`src/rtl/k580vt57_dma.sv`:
```
// K580VT57 (8257-style) four-channel DMA controller.
// CPU register file, priority resolver and transfer FSM.
module k580vt57_dma (
  input  logic        clk_sys,
  input  logic        reset_n,
  input  logic        ce_dma,
  input  logic [3:0]  iaddr,
  input  logic [7:0]  idata,
  output logic [7:0]  odata,
  input  logic        iwe_n,
  input  logic        ird_n,
  input  logic [3:0]  drq,
  output logic [3:0]  dack,
  output logic        hrq,
  input  logic        hlda,
  output logic [15:0] oaddr,
  output logic        omemr_n,
  output logic        omemw_n,
  output logic        oior_n,
  output logic        oiow_n,
  output logic        tc
);

  localparam logic [2:0] IDLE = 3'd0;
  localparam logic [2:0] S0   = 3'd1;
  localparam logic [2:0] S1   = 3'd2;
  localparam logic [2:0] S2   = 3'd3;
  localparam logic [2:0] S3   = 3'd4;
  localparam logic [2:0] S4   = 3'd5;

  logic [2:0]  state_q, state_d;
  logic [1:0]  ch_q, ch_d;
  logic [1:0]  last_q, last_d;
  logic [15:0] addr_q [4];
  logic [15:0] addr_d [4];
  logic [15:0] cnt_q [4];
  logic [15:0] cnt_d [4];
  logic [7:0]  mode_q, mode_d;
  logic [3:0]  stat_q, stat_d;
  logic        upd_q, upd_d;
  logic        ff_q, ff_d;
  logic        iwe_q, ird_q;
  logic [7:0]  odata_q, odata_d;

  logic        wr_ev, rd_ev, rd_end;
  logic [2:0]  win;
  logic [15:0] cur_cnt;
  logic        is_rd, is_wr, in_s2, in_s3, busy;

  // Returns {valid, channel}; rotating mode starts after the last one served.
  function automatic logic [2:0] pick(
    input logic [3:0] req,
    input logic [1:0] last,
    input logic       rot
  );
    logic [1:0] s;
    logic [1:0] idx;
    pick = 3'b000;
    s = rot ? last + 2'd1 : 2'd0;
    for (int i = 3; i >= 0; i--) begin
      idx = s + i[1:0];
      if (req[idx]) pick = {1'b1, idx};
    end
  endfunction

  assign wr_ev  = iwe_q & ~iwe_n;
  assign rd_ev  = ird_q & ~ird_n;
  assign rd_end = ~ird_q & ird_n;

  assign cur_cnt = cnt_q[ch_q];
  assign is_rd   = cur_cnt[15:14] == 2'b10;
  assign is_wr   = cur_cnt[15:14] == 2'b01;
  assign in_s2   = state_q == S2;
  assign in_s3   = state_q == S3;
  assign busy    = (state_q == S1) | in_s2 | in_s3 | (state_q == S4);

  assign hrq     = state_q != IDLE;
  assign dack    = (in_s2 | in_s3) ? (4'b0001 << ch_q) : 4'b0000;
  assign oaddr   = busy ? addr_q[ch_q] : 16'h0000;
  assign tc      = in_s3 & (cur_cnt[13:0] == 14'd0);
  assign omemr_n = ~(is_rd & (in_s2 | in_s3));
  assign oiow_n  = ~(is_rd & in_s3);
  assign oior_n  = ~(is_wr & (in_s2 | in_s3));
  assign omemw_n = ~(is_wr & (in_s3 | (mode_q[5] & in_s2)));
  assign odata   = odata_q;

  always_comb begin
    state_d = state_q;
    ch_d    = ch_q;
    last_d  = last_q;
    addr_d  = addr_q;
    cnt_d   = cnt_q;
    mode_d  = mode_q;
    stat_d  = stat_q;
    upd_d   = upd_q;
    ff_d    = ff_q;
    odata_d = odata_q;
    win     = 3'b000;

    if (wr_ev) begin
      if (iaddr[3]) begin
        mode_d = idata;
        ff_d   = 1'b0;
      end else begin
        ff_d = ~ff_q;
        for (int j = 0; j < 4; j++) begin
          if ((j[1:0] == iaddr[2:1]) ||
              (mode_q[7] && iaddr[2:1] == 2'd2 && j == 3)) begin
            if (iaddr[0]) begin
              if (ff_q) cnt_d[j][15:8] = idata;
              else      cnt_d[j][7:0]  = idata;
            end else begin
              if (ff_q) addr_d[j][15:8] = idata;
              else      addr_d[j][7:0]  = idata;
            end
          end
        end
      end
    end

    if (rd_ev) begin
      if (iaddr[3]) begin
        odata_d = {3'b000, upd_q, stat_q};
      end else begin
        ff_d = ~ff_q;
        if (iaddr[0])
          odata_d = ff_q ? cnt_q[iaddr[2:1]][15:8]
                         : cnt_q[iaddr[2:1]][7:0];
        else
          odata_d = ff_q ? addr_q[iaddr[2:1]][15:8]
                         : addr_q[iaddr[2:1]][7:0];
      end
    end

    if (rd_end && iaddr[3]) stat_d = 4'b0000;

    if (ce_dma) begin
      case (state_q)
        IDLE: if (|(drq & mode_q[3:0])) state_d = S0;
        S0: begin
          win = pick(drq & mode_q[3:0], last_q, mode_q[4]);
          if (hlda) begin
            if (win[2]) begin
              state_d = S1;
              ch_d    = win[1:0];
            end else begin
              state_d = IDLE;
            end
          end
        end
        S1: state_d = S2;
        S2: state_d = S3;
        S3: state_d = S4;
        S4: begin
          // Transfer bookkeeping overrides a same-cycle CPU write.
          addr_d[ch_q] = addr_q[ch_q] + 16'd1;
          cnt_d[ch_q]  = {cur_cnt[15:14], cur_cnt[13:0] - 14'd1};
          if (cur_cnt[13:0] == 14'd0) begin
            stat_d[ch_q] = 1'b1;
            if (mode_q[6]) mode_d[ch_q] = 1'b0;
            if (mode_q[7] && ch_q == 2'd2) begin
              addr_d[2] = addr_q[3];
              cnt_d[2]  = cnt_q[3];
              upd_d     = 1'b1;
            end
          end else if (ch_q == 2'd2) begin
            upd_d = 1'b0;
          end
          last_d = ch_q;
          win = pick(drq & mode_d[3:0], ch_q, mode_q[4]);
          if (hlda && win[2]) begin
            state_d = S1;
            ch_d    = win[1:0];
          end else begin
            state_d = IDLE;
          end
        end
        default: state_d = IDLE;
      endcase
    end
  end

  always_ff @(posedge clk_sys or negedge reset_n) begin
    if (!reset_n) begin
      state_q <= IDLE;
      ch_q    <= 2'd0;
      last_q  <= 2'd3;
      mode_q  <= 8'h00;
      stat_q  <= 4'h0;
      upd_q   <= 1'b0;
      ff_q    <= 1'b0;
      iwe_q   <= 1'b1;
      ird_q   <= 1'b1;
      odata_q <= 8'h00;
      for (int j = 0; j < 4; j++) begin
        addr_q[j] <= 16'h0000;
        cnt_q[j]  <= 16'h0000;
      end
    end else begin
      state_q <= state_d;
      ch_q    <= ch_d;
      last_q  <= last_d;
      mode_q  <= mode_d;
      stat_q  <= stat_d;
      upd_q   <= upd_d;
      ff_q    <= ff_d;
      iwe_q   <= iwe_n;
      ird_q   <= ird_n;
      odata_q <= odata_d;
      for (int j = 0; j < 4; j++) begin
        addr_q[j] <= addr_d[j];
        cnt_q[j]  <= cnt_d[j];
      end
    end
  end

endmodule

```
`config.mk`:
```
export PLATFORM = sky130hd
export DESIGN_NAME = k580vt57_dma
export DESIGN_NICKNAME = d
export VERILOG_FILES = /design/src/rtl/k580vt57_dma.sv
export SDC_FILE = /design/constraint.sdc
export NUM_CORES = 1
export LEC_CHECK = 0
export CAP_MARGIN = 25
export CORE_ASPECT_RATIO = 0.6
export CORE_MARGIN = 2
export CORE_UTILIZATION = 47
export DETAILED_ROUTE_END_ITERATION = 6
export PLACE_DENSITY_LB_ADDON = 0.3
export SYNTH_ARGS = -nofsm -noshare
export SYNTH_HDL_FRONTEND = slang
export SYNTH_SLANG_ARGS = --single-unit
```
`constraint.sdc`:
```
create_clock -name clk_sys -period 3.5 [get_ports clk_sys]
set_input_delay 0.875 -clock clk_sys [delete_from_list [all_inputs] [get_ports clk_sys]]
set_output_delay 0.875 -clock clk_sys [all_outputs]
set_load 0.02 [all_outputs]
```
# Word-level counts from Yosys, hierarchy flattened
# Cells that the tools add are included.
[op_classes]
addsub = 10
multipliers = 0
div = 0
n_lt_le_gt_ge = 14
n_eq_ne = 17
shifts = 1
muxes = 128
bitwise = 29
reduce_logical = 19
[op_table]
columns = ["operator", "n"]
rows = [
  ["2-to-1 mux 64 bit", 8],
  ["2-to-1 mux 16 bit", 30],
  ["2-to-1 mux 8 bit", 28],
  ["binary-select mux 16 bit (select 2 bit)", 4],
  ["bitwise mux 64 bit", 2],
  ["2-to-1 mux 3 bit", 14],
  ["demux 16 bit (select 2 bit)", 1],
  ["less-than comparator 2 x 3 -> 1 bit, second input constant", 9],
  ["2-to-1 mux 4 bit", 5],
  ["case mux 3 bit (6 select lines)", 1],
  ["2-to-1 mux 1 bit", 17],
  ["adder 16 x 1 -> 16 bit, second input constant", 1],
  ["binary-select mux 1 bit (select 2 bit)", 8],
  ["logical NOT 14 bit", 1],
  ["2-to-1 mux 2 bit", 7],
  ["subtractor 14 x 1 -> 14 bit, second input constant", 1],
  ["AND 1 bit", 9],
  ["adder 2 x 1 -> 2 bit, second input constant", 4],
  ["adder 2 bit, second input constant", 4],
  ["AND 4 bit", 2],
  ["AND 8 bit", 1],
  ["NOT 1 bit", 8],
  ["NOT 4 -> 8 bit", 1],
  ["logical AND 1 bit", 7],
  ["29 further kinds", 45],
]
[word_totals]
regBits = 159
latchBits = 0
ram_bits = 0
mem_bits_ro = 0
inputBits = 22
output_inout_bits = 34
wordCells = 236
mem_count = 0

# Depth between registers and ports, before layout
# Gate-level depths: netlist of run 1.
[logic_depth]
ltp_word = 22
ltp_mapped = 15
ltp_nobuf = 11

# Least setup slack after synthesis of run 1
# OpenSTA, ideal clock, no wires.
[synth_timing]
kind = "flip-flop to flip-flop"
start = "reg ch_q[0]"
end = "reg ch_q[0]"
arrival_time_ps = 3441
slack_ps = -71
stages_incl_launch_ff = 15
period_less_slack_ps = 3571
cell_sequence = "dfrtp_1 > buf_6 > buf_6 > buf_2 > mux4_2 > inv_1 > ha_1 > and2_1 > o2bb2ai_1 > nand4b_1 > or4_4 > a221o_1 > o21a_1 > mux2i_1 > o41a_1"
[synth_via]
elab_chain_cells = 22
[synth_rtl]
columns = ["item", "line", "text"]
rows = [
  ["start: declaration", "32", "logic [1:0] ch_q, ch_d;"],
  ["start signal: assignment", "201", "ch_q <= ch_d;"],
  ["less-than comparator 2 x 4 -> 1 bit (not written as such) / >= comparator 2 x 1 -> 1 bit (equally long branches)", "160", "if (mode_q[6]) mode_d[ch_q] = 1'b0;"],
  ["logical AND 1 bit (not written as such)", "160", ""],
  ["2-to-1 mux 1 bit (not written as such)", "160", ""],
  ["demux 1 bit (select 2 bit)", "160", ""],
  ["NOT 4 -> 8 bit (no source line)", "-", ""],
  ["AND 8 bit (no source line)", "-", ""],
  ["2-to-1 mux 8 bit", "160", ""],
  ["2-to-1 mux 8 bit", "158", "if (cur_cnt[13:0] == 14'd0) begin"],
  ["[4 not listed]", "-", ""],
  ["2-to-1 mux 1 bit (not written as such)", "62", "if (req[idx]) pick = {1'b1, idx};"],
  ["2-to-1 mux 3 bit (3 in a row)", "62", ""],
  ["2-to-1 mux 3 bit *", "62", ""],
  ["2-to-1 mux 3 bit *", "138", "case (state_q)"],
  ["2-to-1 mux 3 bit *", "137", "if (ce_dma) begin"],
  ["logical AND 1 bit", "171", "if (hlda && win[2]) begin"],
  ["inequality test 2 x 1 -> 1 bit (no source line)", "-", ""],
  ["AND reduction 5 bit (no source line)", "-", ""],
]
# Mark *: on every way between the ends. The rest lies on a longest branch, timed or not. The select of a mux whose other input is x is not followed.
# A chain may end at the register's enable or synchronous reset.

# Worst setup path in the final report of run 1
[layout_timing]
start = "reg ch_q[0]"
end = "out tc"
[layout_via]
elab_chain_cells = 6
[layout_rtl]
columns = ["item", "line", "text"]
rows = [
  ["NOT 2 -> 3 bit (not written as such)", "70", "assign cur_cnt = cnt_q[ch_q];"],
  ["binary-select mux 16 bit (select 2 bit)", "70", ""],
  ["2-to-1 mux 16 bit (not written as such) (2 in a row)", "70", ""],
  ["logical NOT 14 bit", "80", "assign tc = in_s3 & (cur_cnt[13:0] == 14'd0);"],
  ["AND 1 bit", "80", ""],
  ["end: declaration", "21", "output logic tc"],
]
# No other way between the ends. The select of a mux whose other input is x is not followed.

==> report_table.html, run 1 <==
<table>
<tr><th>Metric</th><th>Value</th></tr>
<tr><th colspan="2">Run status</th></tr>
<tr><td>Result of the run</td><td>finished, final reports clean</td></tr>
<tr><th colspan="2">Clock tree</th></tr>
<tr><td>Insertion delay to the later sink of the worst-skew pair</td><td>approximately 0.45 ns</td></tr>
<tr><td>CTS tree</td><td>done</td></tr>
<tr><td>CTS clk-pin slew, worst paths</td><td>0.06 ns</td></tr>
<tr><td>TritonCTS sink count</td><td>~160</td></tr>
<tr><td>Number of buffers inserted during clock tree synthesis</td><td>17</td></tr>
<tr><td>Maximum count of clock buffers along a single path</td><td>2</td></tr>
<tr><td>Level count of the clock H-tree</td><td>4</td></tr>
<tr><td>Hold-fix buffer count after cts</td><td>0</td></tr>
<tr><td>Master cell of the clock root buffer</td><td>clkbuf_16</td></tr>
<tr><th colspan="2">Route</th></tr>
<tr><td>Routed wire length</td><td>approximately 36 mm</td></tr>
<tr><td>Antenna viol nets, final</td><td>0</td></tr>
<tr><td>Post-DR vias/cell</td><td>6.44</td></tr>
<tr><td>DRC violation total after the first TritonRoute iteration</td><td>1154</td></tr>
<tr><td>Detail-routed net length per standard cell</td><td>~25 microns</td></tr>
<tr><td>Pre-Repair DR Iteration Count</td><td>5</td></tr>
<tr><td>DRC violations left</td><td>0</td></tr>
<tr><td>Detailed-route via count</td><td>between 9k and 10k</td></tr>
<tr><th colspan="2">Synthesis</th></tr>
<tr><td>Top cell type's share of synthesized area</td><td>a little over a third</td></tr>
<tr><td>Post-synthesis area per instance</td><td>between 10 and 15 sq um</td></tr>
<tr><td>Most instantiated library cell after synthesis</td><td>dfrtp_1</td></tr>
<tr><td>Net count after synthesis</td><td>around 1.1k</td></tr>
<tr><td>Post-synth cell types</td><td>65</td></tr>
<tr><td>Number of cells produced by synthesis</td><td>slightly above 1k</td></tr>
<tr><td>Mapped Area</td><td>between 0.01 and 0.015 sq mm</td></tr>
<tr><td>Main area contributors after synthesis</td><td>dfrtp_1, mux4_2, mux2_2, mux2i_1, nand2_1</td></tr>
<tr><td>Commonest cells in the synthesized netlist</td><td>dfrtp_1, nand2_1, o21ai_0</td></tr>
<tr><td>Library cell occupying the most area in the post-synthesis netlist</td><td>dfrtp_1</td></tr>
<tr><td>Count of flip-flops with a built-in enable after synthesis</td><td>0</td></tr>
<tr><td>FF+latch count, synth</td><td>between 150 and 200</td></tr>
<tr><td>Part of the Yosys area used for sequential elements</td><td>between 30 and 40%</td></tr>
<tr><td>Warning count from the yosys run</td><td>0</td></tr>
<tr><td>Async set or reset register ratio after synthesis</td><td>100%</td></tr>
<tr><td>Post-synth top flop</td><td>dfrtp_1</td></tr>
<tr><th colspan="2">Critical path</th></tr>
<tr><td>Critical path's top delay family</td><td>simple AND/OR/NAND/NOR gates</td></tr>
<tr><td>Critical path fanouts, max</td><td>6</td></tr>
<tr><td>CP arrival</td><td>about 2.6 ns</td></tr>
<tr><td>Crit path max-delay cell type</td><td>mux4_2</td></tr>
<tr><td>Critical path class</td><td>flop to output port</td></tr>
<tr><td>CP cell instances</td><td>buf_6 -&gt; mux4_2 -&gt; nor4_4 -&gt; and4b_1 -&gt; and3_4 -&gt; buf_4</td></tr>
<tr><td>Slowest stage delay, CP</td><td>~0.54 ns</td></tr>
<tr><td>CP startpoint kind</td><td>flop</td></tr>
<tr><td>Required @ worst endpoint</td><td>approximately 2.6 ns</td></tr>
<tr><td>Buffers plus inverters on the worst setup path</td><td>2</td></tr>
<tr><td>Critical path endpoint category</td><td>output port</td></tr>
<tr><th colspan="2">Floorplan</th></tr>
<tr><td>Area of the core</td><td>0.0222 sq mm</td></tr>
<tr><td>Die outline area</td><td>between 0.02 and 0.025 sq mm</td></tr>
<tr><td>Die height</td><td>approximately 120 microns</td></tr>
<tr><td>Effective utilization at floorplan</td><td>a little under 50%</td></tr>
<tr><td>Io pins</td><td>56</td></tr>
<tr><td>Floorplan die width</td><td>~200 microns</td></tr>
<tr><td>Cell row count</td><td>42</td></tr>
<tr><th colspan="2">Place</th></tr>
<tr><td>Dpl hpwl</td><td>roughly 25 mm</td></tr>
<tr><td>Post-placement cell count</td><td>about 1.4k</td></tr>
<tr><td>Port Buf Inserts</td><td>between 50 and 60</td></tr>
<tr><td>Instance area after placement</td><td>approximately 0.012 sq mm</td></tr>
<tr><td>Global placer's final weighted congestion</td><td>a little under 1</td></tr>
<tr><th colspan="2">Final layout</th></tr>
<tr><td>Fill cell count</td><td>1899</td></tr>
<tr><td>Layout overhead on the synthesized area</td><td>19.5%</td></tr>
<tr><td>Final non-filler cell total</td><td>roughly 1.4k</td></tr>
<tr><td>Share of post-route cells with drive strength above 1</td><td>approximately 25%</td></tr>
<tr><td>Finished layout cell area</td><td>0.0127 sq mm</td></tr>
<tr><td>Area used by multi-input combinational logic</td><td>~0.0064 sq mm</td></tr>
<tr><td>Post-layout nets</td><td>around 1.2k</td></tr>
<tr><td>FF+latch area</td><td>0.00399 sq mm</td></tr>
<tr><td>Antenna diode instance count</td><td>0</td></tr>
<tr><th colspan="2">Min path</th></tr>
<tr><td>Path category of the worst min-delay check</td><td>primary input to asynchronous set/reset pin</td></tr>
<tr><th colspan="2">Power and ir drop</th></tr>
<tr><td>Peak supply drop</td><td>approximately 470 uV</td></tr>
<tr><td>Power density relative to cell area</td><td>slightly above 900 mW/mm^2</td></tr>
<tr><td>Standby leakage power</td><td>approximately 5.5 nW</td></tr>
<tr><th colspan="2">GRT</th></tr>
<tr><td>Global-route wire length before repair</td><td>approximately 54 mm</td></tr>
<tr><td>Number of antenna violations at the first check in global routing</td><td>1</td></tr>
<tr><td>Number of global-route vias before repair</td><td>between 8k and 9k</td></tr>
<tr><td>Total global-route track usage</td><td>a little over 30%</td></tr>
<tr><td>Leftover overflow at the end of global routing</td><td>0</td></tr>
<tr><td>Largest net degree at the start of global routing</td><td>67</td></tr>
<tr><th colspan="2">STA</th></tr>
<tr><td>Worst slew slack as a fraction of its limit</td><td>between 30% and 40%</td></tr>
<tr><td>Post-route fraction of the period consumed by the critical path</td><td>approximately 100%</td></tr>
<tr><td>Unrepaired setup endpoints after global routing</td><td>yes</td></tr>
<tr><td>Final setup violation count</td><td>0</td></tr>
<tr><td>Peak Freq</td><td>approximately 290 MHz</td></tr>
<tr><td>Min Hold Slack</td><td>roughly 0.38 ns</td></tr>
<tr><td>Final hold violation count</td><td>0</td></tr>
<tr><td>Crit path time final</td><td>~3.5 ns</td></tr>
<tr><td>Tightest Pin Transition</td><td>about 1 ns</td></tr>
<tr><td>Total count of max-transition violations in the final report</td><td>0</td></tr>
<tr><td>Worst setup skew after layout</td><td>~0.0098 ns</td></tr>
<tr><th colspan="2">Flow run</th></tr>
<tr><td>Max-cap violation count</td><td>0</td></tr>
</table>
## layer usage
metal  part of all wire [%]  track usage [%]  vias to the layer above
li1                       -                -                     4034
met1                     43             45.9                     4577
met2                     39             40.1                      628
met3                     15             14.1                       75
met4                    2.6             10.1                        0
met5                      0                0                        -
## final cells by class
| type | instances | share of cell area (%) |
|---|---|---|
| Clock buffer | 18 | 3.45 |
| Clock inverter | 14 | 1.49 |
| Inverter | 11 | 0.324 |
| Multi-Input combinational cell | 792 | 50.0 |
| Sequential cell | 159 | 31.3 |
| Tap cell | 308 | 3.02 |
| Timing Repair Buffer | 144 | 10.4 |
## sequential cells by signal, indices dropped and copies added (netlist names)
register,cells
cnt_q,64
state_q,3
ch_q,2
ff_q,1
last_q,2
mode_q,8
addr_q,64
stat_q,4
iwe_q,1
odata,8
upd_q,1
ird_q,1
## report_power, final
group / leakage, nW / internal, mW / switching (mW) / total [mW]
registers: 2.04 / 2.59 / 0.713 / 3.30
logic: 3.17 / 2.96 / 3.46 / 6.42
clock network: 0.294 / 1.21 / 0.827 / 2.04
## placed cells by master, fill, tap and decap left out, types with 37 or more instances in the layout
master           Yosys  layout
buf_4                0      81
o21ai_0             91      91
mux4_2              70      70
a21oi_1             50      50
clkdlybuf4s50_1      0      37
mux2_2              71      71
nand2_1            136     133
nor2_1              69      68
dfrtp_1            155     153
mux2i_1             73      73
## stage by stage
stage | utilization, % | power [mW] | setup WS [ns] | setup TNS, ns
finish | 57.5 | 11.8 | 0.00715 | 0
global route | 57.5 | 12.3 | -0.0493 | -0.0493
CTS | 57.0 | 11.4 | -0.121 | -0.121
detailed placement | 53.9 | 9.25 | -0.00855 | -0.00855
global placement | 53.8 | 9.10 | 0.0189 | 0
floorplan | - | 7.06 | 0.0161 | 0
## what timing repair did
item / CTS / global route
cloned: 0 / 1
setup buffers: 3 / 6
pin swaps: 1 / 1
endpoints found under the hold margin: 0 / 0
setup endpoints to repair: 18 / 13
resized for setup: 16 / 16
## kinds of logic after synthesis
group                      Yosys count  synth area share [%]
xor gates and xnor gates            26                  2.14
and+or+nand+nor                    308                  13.5
adders and majority gates            8                 0.939
buffers and inverters               85                  3.20
DFF                                159                  37.4
muxes                              215                  29.4
AOI/OAI and AO/OA                  235                  13.4
## worst paths after layout
path | start | endpoint | slack [ns] | depth (start not counted)
min reg2reg | odata[1] | odata[1] | 0.48 | 2
max in group asynchronous | reset_n | addr_q[58] | 2.32 | 2
min | reset_n | state_q[0] | 0.38 | 1
min in group clk_sys | odata[1] | odata[1] | 0.48 | 2
max reg2reg | ch_q[0] | ch_q[0] | 0.08 | 11
max | ch_q[0] | tc | 0.007 | 6
(Power assumes the default switching activity.)
==> run 2: changes to the inputs <==
--- a/config.mk
+++ b/config.mk
@@ -10,7 +10,9 @@
 export CORE_MARGIN = 2
 export CORE_UTILIZATION = 47
 export DETAILED_ROUTE_END_ITERATION = 6
+export MAX_ROUTING_LAYER = met4
 export PLACE_DENSITY_LB_ADDON = 0.3
+export SKIP_LAST_GASP = 1
 export SYNTH_ARGS = -nofsm -noshare
 export SYNTH_HDL_FRONTEND = slang
 export SYNTH_SLANG_ARGS = --single-unit
==> run 2 against run 1 <==
Against the previous run: first-iteration DRC count increased by 8.2%; combinational power decreased by 2%; total power decreased by 2.2%; worst setup slack improved by 0.022 ns; non-clock buffer count decreased by 7; register-to-register slack improved by 0.07 ns; clock power decreased by 5%; die area unchanged; clock-buffer cell count increased by 3; wire length decreased by 1.8%.
==> report_table.html, run 2 (synthesis results as in run 1) <==
<table>
<tr><th>Metric</th><th>Value</th></tr>
<tr><th colspan="2">Floorplan</th></tr>
<tr><td>Effective utilization at floorplan</td><td>48.1% (unchanged)</td></tr>
<tr><td>Io pins</td><td>56 (unchanged)</td></tr>
<tr><td>Die height</td><td>121 microns (unchanged)</td></tr>
<tr><td>Cell row count</td><td>42 (unchanged)</td></tr>
<tr><td>Floorplan die width</td><td>198 microns (unchanged)</td></tr>
<tr><td>Die outline area</td><td>0.0239 sq mm (unchanged)</td></tr>
<tr><td>Area of the core</td><td>0.0222 sq mm (unchanged)</td></tr>
<tr><th colspan="2">STA</th></tr>
<tr><td>Tightest Pin Transition</td><td>0.985 ns (-0.0370 ns)</td></tr>
<tr><td>Worst setup skew after layout</td><td>0.0109 ns (+0.00112 ns)</td></tr>
<tr><td>Crit path time final</td><td>3.47 ns (-0.0216 ns)</td></tr>
<tr><td>Unrepaired setup endpoints after global routing</td><td>yes</td></tr>
<tr><td>Peak Freq</td><td>288 MHz (+0.62%)</td></tr>
<tr><td>Post-route fraction of the period consumed by the critical path</td><td>99.2% (-0.62 points)</td></tr>
<tr><td>Total count of max-transition violations in the final report</td><td>0 (unchanged)</td></tr>
<tr><td>Summed negative setup slack over all endpoints</td><td>0 ns (unchanged)</td></tr>
<tr><td>Worst slew slack as a fraction of its limit</td><td>34.1% (+2.5 points)</td></tr>
<tr><td>Final setup violation count</td><td>0 (unchanged)</td></tr>
<tr><td>Final hold violation count</td><td>0 (unchanged)</td></tr>
<tr><th colspan="2">Final layout</th></tr>
<tr><td>Top library cells by usage in the layout, fill and taps aside</td><td>dfrtp_1, nand2_1, o21ai_0</td></tr>
<tr><td>Layout overhead on the synthesized area</td><td>18.6%</td></tr>
<tr><td>Registers with the most flip-flops</td><td>addr_q (64), cnt_q (64)</td></tr>
<tr><td>Most common cell after layout, fill and taps aside</td><td>dfrtp_1</td></tr>
<tr><td>Util after Layout</td><td>57.0% (-0.46 points)</td></tr>
<tr><td>Share of post-route cells with drive strength above 1</td><td>24.7% (-0.55 points)</td></tr>
<tr><td>Post-layout nets</td><td>1148 (-0.61%)</td></tr>
<tr><th colspan="2">Power and ir drop</th></tr>
<tr><td>Peak supply drop</td><td>453 uV (-3.6%)</td></tr>
<tr><td>Internal power</td><td>6.62 mW (-2.0%)</td></tr>
<tr><td>Clk network pwr share</td><td>16.8% (-0.5 points)</td></tr>
<tr><td>Switching power total</td><td>4.88 mW (-2.4%)</td></tr>
<tr><td>Standby leakage power</td><td>5.40 nW (-1.9%)</td></tr>
<tr><td>Power density relative to cell area</td><td>910 mW/mm^2 (-1.4%)</td></tr>
<tr><td>Fraction of power spent switching nets</td><td>42.4% (-0.099 points)</td></tr>
<tr><td>Comb pwr share</td><td>54.6% (about the same)</td></tr>
<tr><td>Share of power burned in registers</td><td>28.6% (+0.5 points)</td></tr>
<tr><th colspan="2">Clock tree</th></tr>
<tr><td>Level count of the clock H-tree</td><td>4 (unchanged)</td></tr>
<tr><td>Master cell of the clock root buffer</td><td>clkbuf_16</td></tr>
<tr><td>Insertion delay to the later sink of the worst-skew pair</td><td>0.45 ns (about the same)</td></tr>
<tr><td>Number of buffers inserted during clock tree synthesis</td><td>17 (unchanged)</td></tr>
<tr><td>CTS clk-pin slew, worst paths</td><td>0.06 ns (about the same)</td></tr>
<tr><td>Maximum count of clock buffers along a single path</td><td>2 (unchanged)</td></tr>
<tr><td>TritonCTS sink count</td><td>159 (unchanged)</td></tr>
<tr><td>Hold-fix buffer count after cts</td><td>0 (unchanged)</td></tr>
<tr><td>CTS tree</td><td>done</td></tr>
<tr><th colspan="2">Min path</th></tr>
<tr><td>Path category of the worst min-delay check</td><td>primary input to asynchronous set/reset pin</td></tr>
<tr><th colspan="2">GRT</th></tr>
<tr><td>Number of antenna violations at the first check in global routing</td><td>4 (+3)</td></tr>
<tr><td>Number of global-route vias before repair</td><td>8487 (-1.0%)</td></tr>
<tr><td>Total global-route track usage</td><td>31.5% (+0.33 points)</td></tr>
<tr><td>Leftover overflow at the end of global routing</td><td>0 (unchanged)</td></tr>
<tr><td>Largest net degree at the start of global routing</td><td>67 (unchanged)</td></tr>
<tr><td>Global-route wire length before repair</td><td>53.7 mm (-1.1%)</td></tr>
<tr><th colspan="2">Route</th></tr>
<tr><td>Antenna viol nets, final</td><td>0 (unchanged)</td></tr>
<tr><td>Pre-Repair DR Iteration Count</td><td>7 (+2)</td></tr>
<tr><td>Detailed-route via count</td><td>9248 (-0.71%)</td></tr>
<tr><td>Post-DR vias/cell</td><td>6.42 (-0.36%)</td></tr>
<tr><td>Detail-routed net length per standard cell</td><td>24.6 microns (-1.5%)</td></tr>
<tr><td>Routed wire length</td><td>35.4 mm (-1.8%)</td></tr>
<tr><td>DRC violations left</td><td>0 (unchanged)</td></tr>
<tr><td>DRC violation total after the first TritonRoute iteration</td><td>1249 (+8.2%)</td></tr>
<tr><th colspan="2">Critical path</th></tr>
<tr><td>CP arrival</td><td>2.60 ns (-0.02 ns)</td></tr>
<tr><td>Required @ worst endpoint</td><td>2.62 ns (about the same)</td></tr>
<tr><td>Critical path endpoint category</td><td>output port</td></tr>
<tr><td>Critical path class</td><td>flop to output port</td></tr>
<tr><td>Endpoint of the worst-slack reg-to-reg timing path</td><td>ch_q[0]</td></tr>
<tr><td>Startpoint of the worst-slack reg-to-reg timing path</td><td>ch_q[0]</td></tr>
<tr><td>CP startpoint kind</td><td>flop</td></tr>
<tr><td>Critical path fanouts, max</td><td>5 (-1)</td></tr>
<tr><td>Worst reg-to-reg setup slack</td><td>0.15 ns (+0.07 ns)</td></tr>
<tr><td>Cell count of the worst reg-to-reg path</td><td>11 (unchanged)</td></tr>
<tr><th colspan="2">Place</th></tr>
<tr><td>Dpl hpwl</td><td>24.4 mm (-2.7%)</td></tr>
<tr><td>Global placer's final weighted congestion</td><td>1.01 (+4.4%)</td></tr>
<tr><td>Port Buf Inserts</td><td>55 (unchanged)</td></tr>
<tr><th colspan="2">Run status</th></tr>
<tr><td>Result of the run</td><td>finished, final reports clean</td></tr>
<tr><th colspan="2">Flow run</th></tr>
<tr><td>Max-cap violation count</td><td>0 (unchanged)</td></tr>
</table>
run 2: cell count changes in the layout (fill, tap and decap cells not counted), moves of 5 or more:
cell	previous run	this run
clkdlybuf4s50_1	37	48
dlygate4sd2_1	6	0
buf_4	81	75
dlymetal6s2s_1	8	3
run 2: worst max path at each step:
stage | startpoint | cells after the start | slack (ns) | end
after floorplan | ch_q[0] | 14 | 0.02 | ch_q[0]
after global placement | ch_q[0] | 6 | 0.03 | tc
after detailed placement | ch_q[0] | 6 | -0.009 | tc
after CTS | ch_q[0] | 9 | -0.04 | tc
after global routing | ch_q[0] | 9 | -0.08 | tc
final | ch_q[0] | 7 | 0.03 | tc
run 2: repair_timing:
| action | in CTS | in global routing |
|---|---|---|
| gates resized for setup | 12 | 11 |
| cloned | 0 | 0 |
| buffers inserted | 5 | 3 |
| endpoints found under the setup margin | 19 | 7 |
| pin swaps | 1 | 5 |
run 2: power by group through the flow:
stage               Combinational, mW  Sequential [mW]  Clock, mW
finish                           6.28             3.29       1.93
global route                     6.73             3.39       2.03
CTS                              6.07             3.26       1.95
detailed placement               5.90             3.30          0
global placement                 5.83             3.27          0
floorplan                        4.02             3.04          0
run 2: area by class of cell:
type                       count  area, sq um
clock inverter                11          143
clock buffer                  21          450
inverter                      11         41.3
timing repair buffer         137         1260
tap                          308          385
multi-input combinational    792         6370
antenna                        2         5.00
sequential                   159         3990
fill                        1912         9540
run 2: worst max-delay path: stages (launching register included):
cell     delay (ns)
dfrtp_2        0.41
buf_12         0.13
buf_8          0.12
mux4_2         0.54
nor4_4         0.35
and4b_1        0.26
and3_4         0.20
buf_4          0.14
run 2: through the flow:
step / total power [mW] / instances / setup slack (ns) / cell area [sq um] / hold slack, ns
CTS: 11.3 / 1437 / -0.0411 / 12600 / 0.437
floorplan: 7.06 / 1036 / 0.0161 / 10700 / 0.450
detailed placement: 9.19 / 1400 / -0.00851 / 11900 / 0.473
global placement: 9.10 / 1400 / 0.0295 / 11900 / 0.464
finish: 11.5 / 1441 / 0.0288 / 12600 / 0.417
global route: 12.2 / 1441 / -0.0827 / 12600 / 0.466
run 2: routing by layer:
metal	up-vias	track usage, %	part of all wire [%]
li1	4025	-	-
met4	0	8.82	2.0
met5	-	-	0
met2	603	39.7	40
met1	4558	46.7	44
met3	62	11.4	14
==> run 3: changes to the inputs <==
--- a/config.mk
+++ b/config.mk
@@ -7,7 +7,6 @@
 export LEC_CHECK = 0
 export CAP_MARGIN = 25
 export CORE_ASPECT_RATIO = 0.6
-export CORE_MARGIN = 2
 export CORE_UTILIZATION = 47
 export DETAILED_ROUTE_END_ITERATION = 6
 export MAX_ROUTING_LAYER = met4
==> run 3 against run 2 <==
Against the previous run: the run now ends with setup timing left; clock-buffer cell count down 1; via count up 1.6%; clock power about the same; die area down 2.6%; clock skew up 0.0024 ns; utilization up 0.79 points; combinational power up 2%; sequential power about the same.
==> report_table.html, run 3 (synthesis results as in run 1) <==
<table>
<tr><th>Metric</th><th>Value</th></tr>
<tr><th colspan="2">Route</th></tr>
<tr><td>Detail-routed net length per standard cell</td><td>24.6 microns (about the same)</td></tr>
<tr><td>Pre-Repair DR Iteration Count</td><td>5 (-2)</td></tr>
<tr><td>Post-DR vias/cell</td><td>6.44 (+0.39%)</td></tr>
<tr><td>Uppermost metal layer occupied by signal nets</td><td>met4</td></tr>
<tr><td>DRC violation total after the first TritonRoute iteration</td><td>1353 (+8.3%)</td></tr>
<tr><td>Antenna viol nets, final</td><td>0 (unchanged)</td></tr>
<tr><td>DR WL met2</td><td>14.3 mm (+1.4%)</td></tr>
<tr><td>DRC violations left</td><td>0 (unchanged)</td></tr>
<tr><td>DR WL met3</td><td>5.02 mm (-1.1%)</td></tr>
<tr><td>Routed wire length</td><td>35.9 mm (+1.3%)</td></tr>
<tr><td>Detailed-route via count</td><td>9400 (+1.6%)</td></tr>
<tr><td>Routed length on met1</td><td>15.9 mm (+2.7%)</td></tr>
<tr><th colspan="2">Clock tree</th></tr>
<tr><td>Number of buffers inserted during clock tree synthesis</td><td>17 (unchanged)</td></tr>
<tr><td>Hold-fix buffer count after cts</td><td>0 (unchanged)</td></tr>
<tr><td>Level count of the clock H-tree</td><td>4 (unchanged)</td></tr>
<tr><td>CTS tree</td><td>done</td></tr>
<tr><td>Master cell of the clock root buffer</td><td>clkbuf_16</td></tr>
<tr><td>Insertion delay to the later sink of the worst-skew pair</td><td>0.45 ns (about the same)</td></tr>
<tr><td>CTS clk-pin slew, worst paths</td><td>0.07 ns (about the same)</td></tr>
<tr><td>Maximum count of clock buffers along a single path</td><td>2 (unchanged)</td></tr>
<tr><td>TritonCTS sink count</td><td>159 (unchanged)</td></tr>
<tr><th colspan="2">Flow run</th></tr>
<tr><td>Max-cap violation count</td><td>0 (unchanged)</td></tr>
<tr><th colspan="2">Critical path</th></tr>
<tr><td>Critical path fanouts, max</td><td>5 (unchanged)</td></tr>
<tr><td>CP arrival</td><td>2.63 ns (+0.03 ns)</td></tr>
<tr><td>Critical path endpoint category</td><td>output port</td></tr>
<tr><td>Number of logic stages on the critical path including buffering</td><td>7 (unchanged)</td></tr>
<tr><td>CP cell instances</td><td>buf_12 -&gt; buf_8 -&gt; mux4_2 -&gt; nor4_4 -&gt; and4b_1 -&gt; and3_1 -&gt; buf_4</td></tr>
<tr><td>Required @ worst endpoint</td><td>2.62 ns (about the same)</td></tr>
<tr><td>Buffers plus inverters on the worst setup path</td><td>3 (unchanged)</td></tr>
<tr><td>CP startpoint kind</td><td>flop</td></tr>
<tr><td>Critical path's top delay family</td><td>simple AND/OR/NAND/NOR gates</td></tr>
<tr><td>Crit path max-delay cell type</td><td>mux4_2</td></tr>
<tr><td>Cell count of the worst reg-to-reg path</td><td>11 (unchanged)</td></tr>
<tr><td>Critical path class</td><td>flop to output port</td></tr>
<tr><td>Slowest stage delay, CP</td><td>0.53 ns (about the same)</td></tr>
<tr><th colspan="2">Floorplan</th></tr>
<tr><td>Effective utilization at floorplan</td><td>48.2% (+0.11 points)</td></tr>
<tr><td>Die height</td><td>119 microns (-1.7%)</td></tr>
<tr><td>Floorplan die width</td><td>196 microns (-1.0%)</td></tr>
<tr><td>Io pins</td><td>56 (unchanged)</td></tr>
<tr><td>Area of the core</td><td>0.0221 sq mm (-0.24%)</td></tr>
<tr><td>Die outline area</td><td>0.0233 sq mm (-2.6%)</td></tr>
<tr><td>Cell row count</td><td>42 (unchanged)</td></tr>
<tr><th colspan="2">Power and ir drop</th></tr>
<tr><td>Power density relative to cell area</td><td>908 mW/mm^2 (-0.22%)</td></tr>
<tr><td>Standby leakage power</td><td>5.56 nW (+2.8%)</td></tr>
<tr><td>Peak supply drop</td><td>456 uV (+0.70%)</td></tr>
<tr><th colspan="2">STA</th></tr>
<tr><td>Post-route fraction of the period consumed by the critical path</td><td>100% (+1.1 points)</td></tr>
<tr><td>Tightest Pin Transition</td><td>1.00 ns (+0.0191 ns)</td></tr>
<tr><td>Peak Freq</td><td>285 MHz (-1.1%)</td></tr>
<tr><td>Final hold violation count</td><td>0 (unchanged)</td></tr>
<tr><td>Final WS setup</td><td>-0.00890 ns (-0.0377 ns)</td></tr>
<tr><td>Total count of max-transition violations in the final report</td><td>0 (unchanged)</td></tr>
<tr><td>Crit path time final</td><td>3.51 ns (+0.0377 ns)</td></tr>
<tr><td>Unrepaired setup endpoints after global routing</td><td>yes</td></tr>
<tr><td>Worst slew slack as a fraction of its limit</td><td>32.8% (-1.3 points)</td></tr>
<tr><td>Min Hold Slack</td><td>0.362 ns (-0.0548 ns)</td></tr>
<tr><td>Worst setup skew after layout</td><td>0.0133 ns (+0.00237 ns)</td></tr>
<tr><td>Final setup violation count</td><td>1 (+1)</td></tr>
<tr><th colspan="2">Final layout</th></tr>
<tr><td>Util after Layout</td><td>57.8% (+0.79 points)</td></tr>
<tr><td>Top library cells by usage in the layout, fill and taps aside</td><td>dfrtp_1, nand2_1, buf_4</td></tr>
<tr><td>Registers with the most flip-flops</td><td>addr_q (64), cnt_q (64)</td></tr>
<tr><td>Most common cell after layout, fill and taps aside</td><td>dfrtp_1</td></tr>
<tr><td>Post-layout nets</td><td>1167 (+1.7%)</td></tr>
<tr><td>Fill cell count</td><td>1901 (-0.58%)</td></tr>
<tr><td>Layout overhead on the synthesized area</td><td>19.9%</td></tr>
<tr><td>Share of post-route cells with drive strength above 1</td><td>26.3% (+1.6 points)</td></tr>
<tr><th colspan="2">GRT</th></tr>
<tr><td>Total global-route track usage</td><td>32.9% (+1.4 points)</td></tr>
<tr><td>Leftover overflow at the end of global routing</td><td>0 (unchanged)</td></tr>
<tr><td>Largest net degree at the start of global routing</td><td>66 (-1.5%)</td></tr>
<tr><td>Number of antenna violations at the first check in global routing</td><td>2 (-2)</td></tr>
<tr><td>Number of global-route vias before repair</td><td>8772 (+3.4%)</td></tr>
<tr><td>Global-route wire length before repair</td><td>55.1 mm (+2.5%)</td></tr>
<tr><th colspan="2">Min path</th></tr>
<tr><td>Path category of the worst min-delay check</td><td>primary input to asynchronous set/reset pin</td></tr>
<tr><th colspan="2">Place</th></tr>
<tr><td>Port Buf Inserts</td><td>55 (unchanged)</td></tr>
<tr><td>Dpl hpwl</td><td>25.3 mm (+3.6%)</td></tr>
<tr><td>Global placer's final weighted congestion</td><td>0.966 (-4.3%)</td></tr>
<tr><th colspan="2">Run status</th></tr>
<tr><td>Violations in the final reports</td><td>setup timing</td></tr>
<tr><td>Result of the run</td><td>complete, but fails checks</td></tr>
</table>
==> run 3: area by class of cell <==
type / count / area, sq um / area share (%)
Tap cell: 308 / 385 / 3.01
Antenna cell: 2 / 5.00 / 0.0391
Sequential cell: 159 / 3990 / 31.2
Clock buffer: 20 / 447 / 3.49
Clock inverter: 11 / 141 / 1.11
Multi-Input combinational cell: 792 / 6380 / 49.9
Inverter: 11 / 41.3 / 0.323
Timing Repair Buffer: 156 / 1400 / 10.9
==> run 3: path summary, 6_finish.rpt <==
check | to | slack (ns) | from
setup reg to reg | ch_q[0] | 0.06 | ch_q[0]
min in group clk_sys | odata[3] | 0.48 | odata[3]
setup / recovery | tc | -0.009 | ch_q[0]
hold reg to reg | odata[3] | 0.48 | odata[3]
max in group asynchronous | ch_q[1] | 2.32 | reset_n
hold / removal | upd_q | 0.36 | reset_n
==> run 3: per-stage QoR <==
| step | instance area (sq um) | TNS (ns) | setup slack [ns] | cells | power, mW |
|---|---|---|---|---|---|
| after CTS | 12600 | -0.758 | -0.214 | 1447 | 11.3 |
| after global placement | 12000 | 0 | 0.00744 | 1415 | 9.17 |
| after floorplan | 10700 | 0 | 0.0161 | 1036 | 7.06 |
| after detailed placement | 12000 | -0.0115 | -0.0115 | 1415 | 9.29 |
| final | 12800 | -0.00890 | -0.00890 | 1459 | 11.6 |
| after global routing | 12800 | -0.124 | -0.0986 | 1459 | 12.3 |
==> run 3: what timing repair did <==
| item | CTS | global route |
|---|---|---|
| endpoints found under the setup margin | 12 | 17 |
| gates resized for setup | 8 | 26 |
| setup buffers | 1 | 10 |
| pin swaps | 0 | 4 |
==> run 3: power breakdown <==
| group | internal [mW] | switching, mW | leakage [nW] |
|---|---|---|---|
| Combinational | 3.01 | 3.38 | 3.24 |
| Sequential | 2.59 | 0.708 | 2.04 |
| Clock | 1.13 | 0.794 | 0.282 |
==> run 3: per-layer routing <==
metal,vias to the layer above,global-route usage (%)
met5,-,-
met4,0,7.52
met3,51,10.9
met2,625,41.9
met1,4657,49.6
li1,4067,-
